## src/rtl/adler32_pkg.sv

```systemverilog
// Shared constants and types for the Adler-32 checksum engine.
package adler32_pkg;

    localparam int unsigned DATA_WD    = 32;
    localparam int unsigned ADLER_WD   = 16;
    localparam int unsigned SUM_WD     = ADLER_WD + 1;
    localparam int unsigned BYTE_WD    = 8;
    localparam int unsigned ADLER_MOD  = 65521;
    localparam logic [31:0] ADLER_INIT = 32'h0000_0001;

    typedef enum logic {
        ST_IDLE = 1'b0,
        ST_RUN  = 1'b1
    } state_t;

endpackage

```

## src/rtl/adler32_byte_step.sv

```systemverilog
// Combinational single-byte Adler-32 update with modulo reduction.
// Ports:
//   a, b            current running sums (always < 65521)
//   data_byte       byte to fold in
//   a_next_c        (a + data_byte) mod 65521
//   b_next_c        (b + a_next_c) mod 65521
module adler32_byte_step
    import adler32_pkg::*;
(
    input  logic [ADLER_WD-1:0] a,
    input  logic [ADLER_WD-1:0] b,
    input  logic [BYTE_WD-1:0]  data_byte,
    output logic [ADLER_WD-1:0] a_next_c,
    output logic [ADLER_WD-1:0] b_next_c
);

    logic [SUM_WD-1:0] a_sum;
    logic [SUM_WD-1:0] b_sum;

    // Both sums stay below 2*MOD, so one conditional subtract fully reduces them.
    always_comb begin
        a_sum    = SUM_WD'(a) + SUM_WD'(data_byte);
        a_next_c = (a_sum >= SUM_WD'(ADLER_MOD)) ? ADLER_WD'(a_sum - SUM_WD'(ADLER_MOD))
                                                 : a_sum[ADLER_WD-1:0];
        b_sum    = SUM_WD'(b) + SUM_WD'(a_next_c);
        b_next_c = (b_sum >= SUM_WD'(ADLER_MOD)) ? ADLER_WD'(b_sum - SUM_WD'(ADLER_MOD))
                                                 : b_sum[ADLER_WD-1:0];
    end

endmodule

```

## src/rtl/adler32.sv

```systemverilog
// Streaming Adler-32 checksum engine: one 32-bit word (4 bytes, MSB first) per cycle.
// Ports:
//   clk       system clock
//   rstn      synchronous reset, active-high
//   start_i   begin a new stream (A=1, B=0)
//   val_i     dat_i valid
//   dat_i     4 data bytes, byte0 = dat_i[31:24]
//   lst_i     with val_i: last word of the stream
//   done_o    pulse: dat_o is the final checksum
//   val_o     pulse: dat_o updated with running checksum
//   dat_o     {B, A}
module adler32 #(
    parameter int unsigned DATA_WD = 32     // only 32 supported
) (
    input  logic               clk,
    input  logic               rstn,
    input  logic               start_i,
    input  logic               val_i,
    input  logic [DATA_WD-1:0] dat_i,
    input  logic               lst_i,
    output logic               done_o,
    output logic               val_o,
    output logic [DATA_WD-1:0] dat_o
);

    import adler32_pkg::*;

    localparam int unsigned N_BYTES = DATA_WD / BYTE_WD;

    state_t              state_q;
    state_t              state_d;
    logic [ADLER_WD-1:0] a_q;
    logic [ADLER_WD-1:0] b_q;
    logic [ADLER_WD-1:0] a_d;
    logic [ADLER_WD-1:0] b_d;
    logic [DATA_WD-1:0]  dat_d;
    logic                val_d;
    logic                done_d;
    logic                accept_c;

    logic [ADLER_WD-1:0] a_chain [N_BYTES+1];
    logic [ADLER_WD-1:0] b_chain [N_BYTES+1];

    // A start in the same cycle as data seeds the chain with the initial sums.
    assign a_chain[0] = start_i ? ADLER_INIT[ADLER_WD-1:0] : a_q;
    assign b_chain[0] = start_i ? ADLER_INIT[DATA_WD-1:ADLER_WD] : b_q;

    // Byte0 (most significant) is folded in first.
    for (genvar i = 0; i < N_BYTES; i++) begin : g_step
        adler32_byte_step u_step (
            .a         (a_chain[i]),
            .b         (b_chain[i]),
            .data_byte (dat_i[DATA_WD-1-BYTE_WD*i -: BYTE_WD]),
            .a_next_c  (a_chain[i+1]),
            .b_next_c  (b_chain[i+1])
        );
    end

    // Next-state and output logic.
    always_comb begin
        state_d  = state_q;
        a_d      = a_q;
        b_d      = b_q;
        dat_d    = dat_o;
        val_d    = 1'b0;
        done_d   = 1'b0;
        accept_c = val_i && ((state_q == ST_RUN) || start_i);

        case (state_q)
            ST_IDLE: if (start_i) state_d = ST_RUN;
            ST_RUN:  state_d = ST_RUN;
            default: state_d = ST_IDLE;
        endcase

        // start alone reinitialises the sums but leaves dat_o untouched.
        if (start_i) begin
            a_d = a_chain[0];
            b_d = b_chain[0];
        end

        if (accept_c) begin
            a_d    = a_chain[N_BYTES];
            b_d    = b_chain[N_BYTES];
            dat_d  = DATA_WD'({b_chain[N_BYTES], a_chain[N_BYTES]});
            val_d  = 1'b1;
            done_d = lst_i;
            if (lst_i) state_d = ST_IDLE;
        end
    end

    // State and output registers.
    always_ff @(posedge clk) begin
        if (rstn) begin
            state_q <= ST_IDLE;
            a_q     <= ADLER_INIT[ADLER_WD-1:0];
            b_q     <= ADLER_INIT[DATA_WD-1:ADLER_WD];
            dat_o   <= DATA_WD'(ADLER_INIT);
            val_o   <= 1'b0;
            done_o  <= 1'b0;
        end else begin
            state_q <= state_d;
            a_q     <= a_d;
            b_q     <= b_d;
            dat_o   <= dat_d;
            val_o   <= val_d;
            done_o  <= done_d;
        end
    end

endmodule

```

## config.mk

```make
export PLATFORM = sky130hd
export DESIGN_NAME = adler32
export DESIGN_NICKNAME = d
export VERILOG_FILES = /design/src/rtl/adler32_pkg.sv /design/src/rtl/adler32_byte_step.sv /design/src/rtl/adler32.sv
export SDC_FILE = /design/constraint.sdc
export NUM_CORES = 1
export LEC_CHECK = 0
export CORE_MARGIN = 10
export CORE_UTILIZATION = 40
export DETAILED_ROUTE_END_ITERATION = 16
export GPL_TIMING_DRIVEN = 0
export SLEW_MARGIN = 20
export SYNTH_ARGS = -nofsm -noshare
export SYNTH_HDL_FRONTEND = slang
export SYNTH_SLANG_ARGS = --single-unit
```

## constraint.sdc

```tcl
create_clock -name clk -period 40.1 [get_ports clk]
set_clock_uncertainty 0.15 [all_clocks]
set_input_delay 8.02 -clock clk [delete_from_list [all_inputs] [get_ports clk]]
set_output_delay 8.02 -clock clk [all_outputs]
set_load 0.02 [all_outputs]
```

==> metrics.md, run 1 <==
| Metric | Value |
|---|---|
| Hold path depth | 2 |
| Post-synth EDFFs | 0 |
| Setup TNS | 0 ns |
| Crit-path max FO | 10 |
| First drt pass iteration count | 6 |
| Final worst-path cycle share | 72.35% |
| Critical path's largest stage delay | 0.72 ns |
| CP endpoint kind | register |
| Final GP Congestion | 0.9115 |
| FF-to-FF path depth | 83 |
| First-pass GRT wire length | 52830 um |
| Core Box Area | 26800 sq um |
| Post-CTS sizing | 0 |
| Post-synth top flop | dfxtp_1 |
| Number of H-tree levels | 3 |
| Final nets | 1684 |
| Asr flop ratio synth | 0% |
| Number of port buffers | 69 |
| CTS Buf Count | 9 |
| Critical Path Start | start_i |
| CP max-delay cell | o41ai_4 |
| Clock sink count | 67 |
| Antenna-violating nets left | 0 |
| Fmax achieved | 34.47 MHz |
| Critical path buffer and inverter count | 8 |
| CP dominant cell by count | a21oi_1 |
| Synth Area per Inst | 7.497 sq um |
| Die H | 184.8 um |
| Synth Instances | 1449 |
| Global route overflow | 0 |
| Clk slew on worst S/H paths | 0.06 ns |
| Boundary pin count | 71 |
| Hold Vio Cnt, Final | 0 |
| Worst R2R End | b_q[2] |
| Min Hold Slack | 0.2907 ns |
| Critical path type | primary input to register |
| Max Slew Vio Count | 0 |
| Total GRT Usage | 18.94% |
| Clock insertion delay at the later pin of the skew report | 0.33 ns |
| First-iteration detailed-routing DRC count | 726 |
| Most frequent cells in the layout | 167 x nand2_1, 134 x xnor2_1, 114 x a21oi_1 |
| Worst r2r src | a_q[1] |
| Max Root-Sink Buffers | 2 |
| Commonest non-fill, non-tap cell in the layout | nand2_1 |
| RSZ-0062 raised after global routing | no |
| Largest net degree at the start of global routing | 15 |
| Worst path top cell family by delay | compound AO/OA/AOI/OAI gates |
| Number of max-cap violations | 0 |
| Yosys Warn Count | 0 |
| Seq cells post-synth | 67 |
| Via/cell ratio | 5.638 |
| # DRC | 0 |
| Row count | 60 |
| Slew @ Worst Pin | 0.9236 ns |
| Initial antenna violation count | 0 |
| Required @ worst endpoint | 40.17 ns |
| Syn-to-layout area delta | 13.18% |
| Dpl ws | 10.67 ns |
| Clk root buf | clkbuf_16 |
| Post-DR wirelength/cell | 17.74 um |
| Vias in the first global route | 9957 |
| Post-CTS Setup Bufs | 0 |
| R2R Setup Slk | 20.12 ns |
| Distinct cells, synth | 101 |
| Status | finished clean |
| Slew headroom | 37.45% |
| CP Launch Type | primary input |
| Class of the worst hold path | register to register |
| Arrival time at the worst endpoint | 29.08 ns |
| Layout cells sized above 1 | 5.932% |
| Slack of the critical path | 11.09 ns |
| Die ar. | 34150 sq um |
| Via count | 10571 |
| Post-Syn Area | 10860 sq um |
| CP endpoint | b_q[2] |
| Fin crit period | 29.01 ns |
| Clock tree from TritonCTS | done |
| Register area share after synthesis | 12.35% |
| Core Util, Final | 45.87% |
| Mapped Nets | 1604 |
| Hold_buf cts | 0 |
| Post-Route WL | 33260 um |
| Dpl hpwl | 28060 um |
| Crit path depth | 87 |
| Antenna diodes | 0 |
| Endpoints failing setup | 0 |
| Starting Density | 40.53% |
| Chip width | 184.8 um |
metal layers:
layer	vias to the layer above	routed length [um]	track usage, %
met3	25	1533	1.724
li1	5359	-	-
met4	0	534	3.349
met5	-	0	0
met1	4958	16100	26.11
met2	229	15100	31.53
worst min-delay path by stage:
stage              start         to  slack (ns)
2_1_floorplan    a_q[11]    a_q[11]        0.30
3_3_place_gp   dat_o[31]  dat_o[31]        0.29
3_5_place_dp   dat_o[30]  dat_o[30]        0.29
4_1_cts        dat_o[30]  dat_o[30]        0.30
5_1_grt        dat_o[30]  dat_o[30]        0.31
6_report       dat_o[30]  dat_o[30]        0.29
tightest hold or removal path, stage by stage, from the launching register on:
cell	delay, ns
dfxtp_1	0.31
nand2_1	0.05
nand2_1	0.04
cells by family after synthesis:
| group | synth area share, % |
|---|---|
| XOR/XNOR | 15.37 |
| multiplexers | 1.854 |
| adder cells (fa/ha/maj) | 14.10 |
| AO/OA/AOI/OAI | 26.91 |
| buffers and inverters | 4.930 |
| AND/OR/NAND/NOR | 24.50 |
| flip-flops | 12.35 |
state kept, by name, indices dropped and copies added (netlist names):
signal,flops
val_o,1
a_q,16
b_q,16
dat_o,32
state_q,1
done_o,1
cell type report:
type                       count  area (sq um)
buffer                        40         178.9
clock buffer                   9         225.2
clock inverter                 7         81.33
fill                        2742         14510
inverter                      95         356.6
multi-input combinational   1247          8994
sequential                    67          1341
tap                          341         426.7
timing repair buffer          69         690.7
metrics by stage:
stage / area [sq um] / std cells
6_report: 12290 / 1875
5_1_grt: 12290 / 1875
4_1_cts: 12290 / 1875
3_5_place_dp: 11980 / 1859
3_3_place_gp: 11980 / 1859
2_1_floorplan: 10860 / 1449
cells in the mapped netlist (7+ instances only):
cell	number	area, sq um
a211o_1	7	61.31
a211oi_1	12	90.09
a21o_1	45	337.8
a21oi_1	114	570.6
a31o_2	8	70.07
a31oi_1	16	100.1
and2_1	21	131.4
and3_1	13	81.33
buf_2	8	40.04
clkbuf_1	27	101.4
dfxtp_1	67	1341
ha_1	112	1401
inv_1	95	356.6
mux2i_1	12	120.1
nand2_1	167	626.9
nand2b_1	20	125.1
nand3_1	34	170.2
nand3b_1	8	60.06
nand4_1	13	81.33
nor2_1	102	382.9
nor2b_1	36	225.2
nor3_1	29	145.1
nor4_1	11	68.82
o211ai_1	10	75.07
o21a_1	11	82.58
o21ai_0	28	140.1
o21ai_1	11	55.05
o21bai_1	40	300.3
o2bb2ai_1	9	78.83
or2_2	7	43.79
or3_1	13	81.33
xnor2_1	134	1174
xor2_1	54	473.0
Power of run 1 is not shown: default switching activity piles up to over one toggle a cycle in this logic, so the estimate is an artifact.
==> run 2: changes to the inputs <==
Clock period 40.1 ns to 23.5 ns, I/O delays scaled along.
==> metrics.md, run 2 (synthesis gave the netlist of run 1 again) <==
| Metric | Value |
|---|---|
| Status | finished clean (unchanged) |
| Number of port buffers | 69 (unchanged) |
| Hold Vio Cnt, Final | 0 (unchanged) |
| Number of max-cap violations | 0 (unchanged) |
| Row count | 60 (unchanged) |
| Die H | 184.8 um (unchanged) |
| Clock tree from TritonCTS | done (unchanged) |
| Slew headroom | 38.55% (was 37.45%) |
| CP max-delay cell | fa_2 (was o41ai_4) |
| First-pass GRT wire length | 53500 um (was 52830 um) |
| Post-Route WL | 33820 um (was 33260 um) |
| Placed cells | 1859 (unchanged) |
| Total GRT Usage | 19.18% (was 18.94%) |
| First drt pass iteration count | 5 (was 6) |
| Clk root buf | clkbuf_16 (unchanged) |
| First-iteration detailed-routing DRC count | 717 (was 726) |
| # DRC | 0 (unchanged) |
| Register name with the most flops | dat_o (unchanged) |
| Max Slew Vio Count | 0 (unchanged) |
| Starting Density | 40.53% (unchanged) |
| Class of the worst hold path | register to register (unchanged) |
| Antenna-violating nets left | 0 (unchanged) |
| Max FFs per register | 32 (unchanged) |
| Required @ worst endpoint | 23.54 ns (was 40.17 ns) |
| Hold_buf cts | 0 (unchanged) |
| Dpl hpwl | 28060 um (unchanged) |
| Final GP Congestion | 0.9115 (unchanged) |
| Commonest non-fill, non-tap cell in the layout | nand2_1 (unchanged) |
| Slew @ Worst Pin | 0.9074 ns (was 0.9236 ns) |
| Fmax achieved | 44.42 MHz |
| Core Box Area | 26800 sq um (unchanged) |
| Via/cell ratio | 5.702 (was 5.638) |
| Vias in the first global route | 10084 (was 9957) |
| Critical path type | primary input to register (unchanged) |
| Final non-filler cell total | 1888 (was 1875) |
| Final nets | 1697 (was 1684) |
| Arrival time at the worst endpoint | 22.55 ns (was 29.08 ns) |
| CP endpoint kind | register (unchanged) |
| Crit-path max FO | 10 (unchanged) |
| Largest net degree at the start of global routing | 15 (unchanged) |
| Largest regs | dat_o x32, a_q x16, b_q x16 (unchanged) |
| Number of H-tree levels | 3 (unchanged) |
| Boundary pin count | 71 (unchanged) |
| Via count | 10766 (was 10571) |
| Clock insertion delay at the later pin of the skew report | 0.33 ns (about the same) |
| Endpoints failing setup | 0 (unchanged) |
| Min Hold Slack | 0.2906 ns (was 0.2907 ns) |
| Max Root-Sink Buffers | 2 (unchanged) |
| CP Launch Type | primary input (unchanged) |
| Syn-to-layout area delta | 17.98% (was 13.18%) |
| Clock sink count | 67 (unchanged) |
| Die ar. | 34150 sq um (unchanged) |
| Clk slew on worst S/H paths | 0.06 ns (about the same) |
| CTS Buf Count | 9 (unchanged) |
| Final worst-path cycle share | 95.80% |
| Layout cells sized above 1 | 10.60% (was 5.932%) |
| Post-DR wirelength/cell | 17.91 um (was 17.74 um) |
| Critical path's largest stage delay | 0.45 ns (was 0.72 ns) |
| Fin crit period | 22.51 ns |
| Most frequent cells in the layout | 166 x nand2_1, 124 x xnor2_1, 110 x ha_1 (was 167 x nand2_1, 134 x xnor2_1, 114 x a21oi_1) |
| Global route overflow | 0 (unchanged) |
| Initial antenna violation count | 0 (unchanged) |
| Antenna diodes | 0 (unchanged) |
| Chip width | 184.8 um (unchanged) |
==> run 2: changes by cell type in the layout (fill, tap and decap cells not counted), sizes merged <==
cell / previous run / this run
clkdlybuf4s50: 69 / 68
clkbuf: 36 / 34
buf: 13 / 29
==> run 2: worst paths after layout <==
check            start         to  slack, ns  cells after the start
max reg2reg     a_q[0]     b_q[3]       5.74                     86
min reg2reg  dat_o[30]  dat_o[30]       0.29                      2
max            start_i     b_q[3]       0.99                     90
min          dat_o[30]  dat_o[30]       0.29                      2
==> run 2: per-stage QoR <==
stage | utilization [%] | TNS, ns | setup WS [ns] | cell area [sq um]
3_5_place_dp | 44.70 | -78.75 | -2.607 | 11980
4_1_cts | 46.94 | 0 | 0.02615 | 12580
2_1_floorplan | - | 0 | 1.391 | 10860
6_report | 47.82 | 0 | 0.9860 | 12820
5_1_grt | 47.82 | -2.551 | -0.1747 | 12820
3_3_place_gp | 44.70 | -72.38 | -2.422 | 11980
==> run 2: worst max-delay path, delay by kind of cell <==
family / cells / cell delay [ns]
and+or+nand+nor: 13 / 2.40
xor gates and xnor gates: 5 / 1.11
buffers and inverters: 10 / 1.68
AOI/OAI and AO/OA: 54 / 10.25
muxes: 1 / 0.41
adders and majority gates: 7 / 1.99
==> run 2: what timing repair did <==
action,4_1_cts,5_1_grt
endpoints found under the setup margin,32,32
gates resized for setup,41,42
pin swaps,6,11
setup buffers,8,8
==> run 2: layer usage <==
layer	routed length, um	global-route usage [%]	vias up
met3	1668	1.724	28
li1	-	-	5387
met2	15490	31.83	277
met4	674	3.999	0
met5	0	0	-
met1	15980	26.33	5074
==> run 2: final cells by class <==
cell class | count | area (sq um)
inverters | 95 | 356.6
flip-flops and latches | 67 | 1341
clock inverters | 7 | 81.33
plain buffers | 37 | 191.4
multi-input cells | 1247 | 9388
repair buffers | 85 | 805.8
clock buffers | 9 | 225.2
well taps | 341 | 426.7
fillers | 2688 | 13980
Power of run 2 is left out for the same reason.
==> run 3: changes to the inputs <==
Settings changed: ABC_AREA set to 1, CORE_UTILIZATION 40 to 30, TNS_END_PERCENT set to 5.
==> metrics.md, run 3 <==
| Metric | Value |
|---|---|
| Fin crit period | 21.76 ns (was 22.51 ns) |
| Row count | 70 (was 60) |
| Chip width | 212.8 um (was 184.8 um) |
| Seq cells post-synth | 67 (unchanged) |
| Core Util, Final | 35.07% (was 47.82%) |
| Cell accounting for the most synthesized area | nand2_1 (was ha_1) |
| Cell Area, Placed | 12440 sq um (was 11980 sq um) |
| Footprint of the multi-input gates | 8428 sq um (was 9388 sq um) |
| Fmax achieved | 45.95 MHz (was 44.42 MHz) |
| CP endpoint kind | register (unchanged) |
| Status | finished clean (unchanged) |
| Global route overflow | 0 (unchanged) |
| Core Box Area | 36610 sq um (was 26800 sq um) |
| Layout cells sized above 1 | 8.155% (was 10.60%) |
| # DRC | 0 (unchanged) |
| Post-CTS Setup Bufs | 0 (was 8) |
| Largest net degree at the start of global routing | 14 (was 15) |
| Endpoints failing setup | 0 (unchanged) |
| Clk root buf | clkbuf_16 (unchanged) |
| Register name with the most flops | dat_o (unchanged) |
| Post-synth EDFFs | 0 (unchanged) |
| Die H | 212.8 um (was 184.8 um) |
| Crit-path max FO | 10 (unchanged) |
| CP max-delay cell | clkdlybuf4s50_1 (was fa_2) |
| Synth top area share | 16.99% (was 12.90%) |
| Number of H-tree levels | 3 (unchanged) |
| Total GRT Usage | 14.74% (was 19.18%) |
| Placed cells | 2414 (was 1859) |
| Clock tree from TritonCTS | done (unchanged) |
| Post-DR wirelength/cell | 14.06 um (was 17.91 um) |
| Clock sink count | 67 (unchanged) |
| Top post-synthesis cells by count | 505 x nand2_1, 317 x inv_1, 174 x nor2_1 (was 167 x nand2_1, 134 x xnor2_1, 114 x a21oi_1) |
| Max Slew Vio Count | 0 (unchanged) |
| First drt pass iteration count | 5 (unchanged) |
| Mapped Nets | 2031 (was 1604) |
| Post-synth top flop | dfxtp_1 (unchanged) |
| Most frequent cells in the layout | 503 x nand2_1, 317 x inv_1, 174 x nor2_1 (was 166 x nand2_1, 124 x xnor2_1, 110 x ha_1) |
| Clock insertion delay at the later pin of the skew report | 0.33 ns (about the same) |
| Final worst-path cycle share | 92.61% (was 95.80%) |
| Post-Route WL | 34170 um (was 33820 um) |
| Vias in the first global route | 10874 (was 10084) |
| Hold Vio Cnt, Final | 0 (unchanged) |
| Arrival time at the worst endpoint | 21.87 ns (was 22.55 ns) |
| Slew @ Worst Pin | 0.8698 ns (was 0.9074 ns) |
| Required @ worst endpoint | 23.61 ns (was 23.54 ns) |
| Final non-filler cell total | 2430 (was 1888) |
| CP dominant cell by count | nand2_1 |
| Asr flop ratio synth | 0% (unchanged) |
| Post-Syn Area | 11160 sq um (was 10860 sq um) |
| First-iteration detailed-routing DRC count | 682 (was 717) |
| Syn-to-layout area delta | 15.07% (was 17.98%) |
| Dpl hpwl | 29600 um (was 28060 um) |
| Antenna-violating nets left | 0 (unchanged) |
| # fillers | 4029 (was 2688) |
| Starting Density | 30.48% (was 40.53%) |
| Initial antenna violation count | 0 (unchanged) |
| Yosys Warn Count | 0 (unchanged) |
| Max FFs per register | 32 (unchanged) |
| Register area share after synthesis | 12.02% (was 12.35%) |
| Number of port buffers | 70 (was 69) |
| Commonest non-fill, non-tap cell in the layout | nand2_1 (unchanged) |
| Antenna diodes | 0 (unchanged) |
| Top cells by area, synth | nand2_1 17%, ha_1 13%, dfxtp_1 12% (was ha_1 13%, dfxtp_1 12%, xnor2_1 11%) |
| Critical path's largest stage delay | 0.46 ns (was 0.45 ns) |
| First-pass GRT wire length | 54060 um (was 53500 um) |
| Top-count cell post-synth | nand2_1 (unchanged) |
| Synth Instances | 1876 (was 1449) |
| Clk slew on worst S/H paths | 0.06 ns (about the same) |
| Number of max-cap violations | 0 (unchanged) |
| Via/cell ratio | 4.764 (was 5.702) |
| CP Launch Type | primary input (unchanged) |
| Final nets | 2112 (was 1697) |
| Via count | 11577 (was 10766) |
| Slew headroom | 41.40% (was 38.55%) |
| Distinct cells, synth | 55 (was 101) |
| Class of the worst hold path | register to register (unchanged) |
| Synth Area per Inst | 5.947 sq um (was 7.497 sq um) |
| Final GP Congestion | 0.9236 (was 0.9115) |
| Die ar. | 45300 sq um (was 34150 sq um) |
| Finished Cell Area | 12840 sq um (was 12820 sq um) |
| Max Root-Sink Buffers | 2 (unchanged) |
| Boundary pin count | 71 (unchanged) |
| Largest regs | dat_o x32, a_q x16, b_q x16 (unchanged) |
| CTS Buf Count | 9 (unchanged) |
| Critical path type | primary input to register (unchanged) |
| FF+latch area | 1341 sq um (unchanged) |
==> run 3: changes by cell type after synthesis, sizes merged, moves of 18 or more <==
cell | previous run | this run
a211oi | 19 | 1
a21o | 45 | 6
a21oi | 115 | 139
clkbuf | 27 | 8
inv | 95 | 337
nand2 | 167 | 546
nand2b | 20 | 0
nand3 | 35 | 170
nor2 | 103 | 191
nor2b | 36 | 0
o21bai | 40 | 18
xnor2 | 134 | 29
xor2 | 54 | 106
==> run 3: repair_timing <==
action                                  4_1_cts  5_1_grt
gates resized for setup                       0       25
hold endpoints to repair                      0        0
endpoints found under the setup margin        0       32
hold buffers                                  0        0
==> run 3: cell type report <==
class | count | share of cell area [%]
multi-input cells | 1443 | 65.65
flip-flops and latches | 67 | 10.45
inverters | 339 | 9.911
repair buffers | 70 | 5.458
well taps | 468 | 4.561
clock buffers | 9 | 1.754
plain buffers | 27 | 1.433
clock inverters | 7 | 0.7894
==> run 3: metal layers <==
metal	vias up	track usage (%)	wire (um)
met3	31	1.466	1151
met2	226	25.49	16180
met4	0	3.570	707
li1	6083	-	-
met5	-	0	0
met1	5237	19.17	16130
==> run 3: final timing paths <==
kind / from / end / slack (ns) / cells after the start
setup reg to reg: a_q[0] / dat_o[29] / 6.71 / 104
hold / removal: dat_o[8] / dat_o[8] / 0.32 / 2
setup / recovery: start_i / dat_o[29] / 1.74 / 107
hold reg to reg: dat_o[8] / dat_o[8] / 0.32 / 2
==> run 3: worst max-delay path: cells and delay by family <==
kind            cells  cell delay (ns)
xor+xnor            8             1.84
fa+ha+maj           6             1.99
compound gates     27             4.39
simple gates       50             6.84
buf+inv            16             2.06
==> run 3: cell families after synthesis <==
kind of cell	Yosys count	share of synthesized area (%)
compound gates	207	10.28
simple gates	983	40.46
buf+inv	366	12.93
fa+ha+maj	118	13.64
xor+xnor	135	10.67
flops	67	12.02
==> run 3: metrics by stage <==
step / TNS (ns) / setup slack [ns] / hold WS, ns
floorplan: 0 / 4.283 / 0.2937
global placement: 0 / 0.6161 / 0.3064
detailed placement: 0 / 0.1926 / 0.3080
CTS: 0 / 0.4776 / 0.3173
global route: -0.001577 / -0.001577 / 0.3315
finish: 0 / 1.737 / 0.3168
Power of run 3 is left out for the same reason.
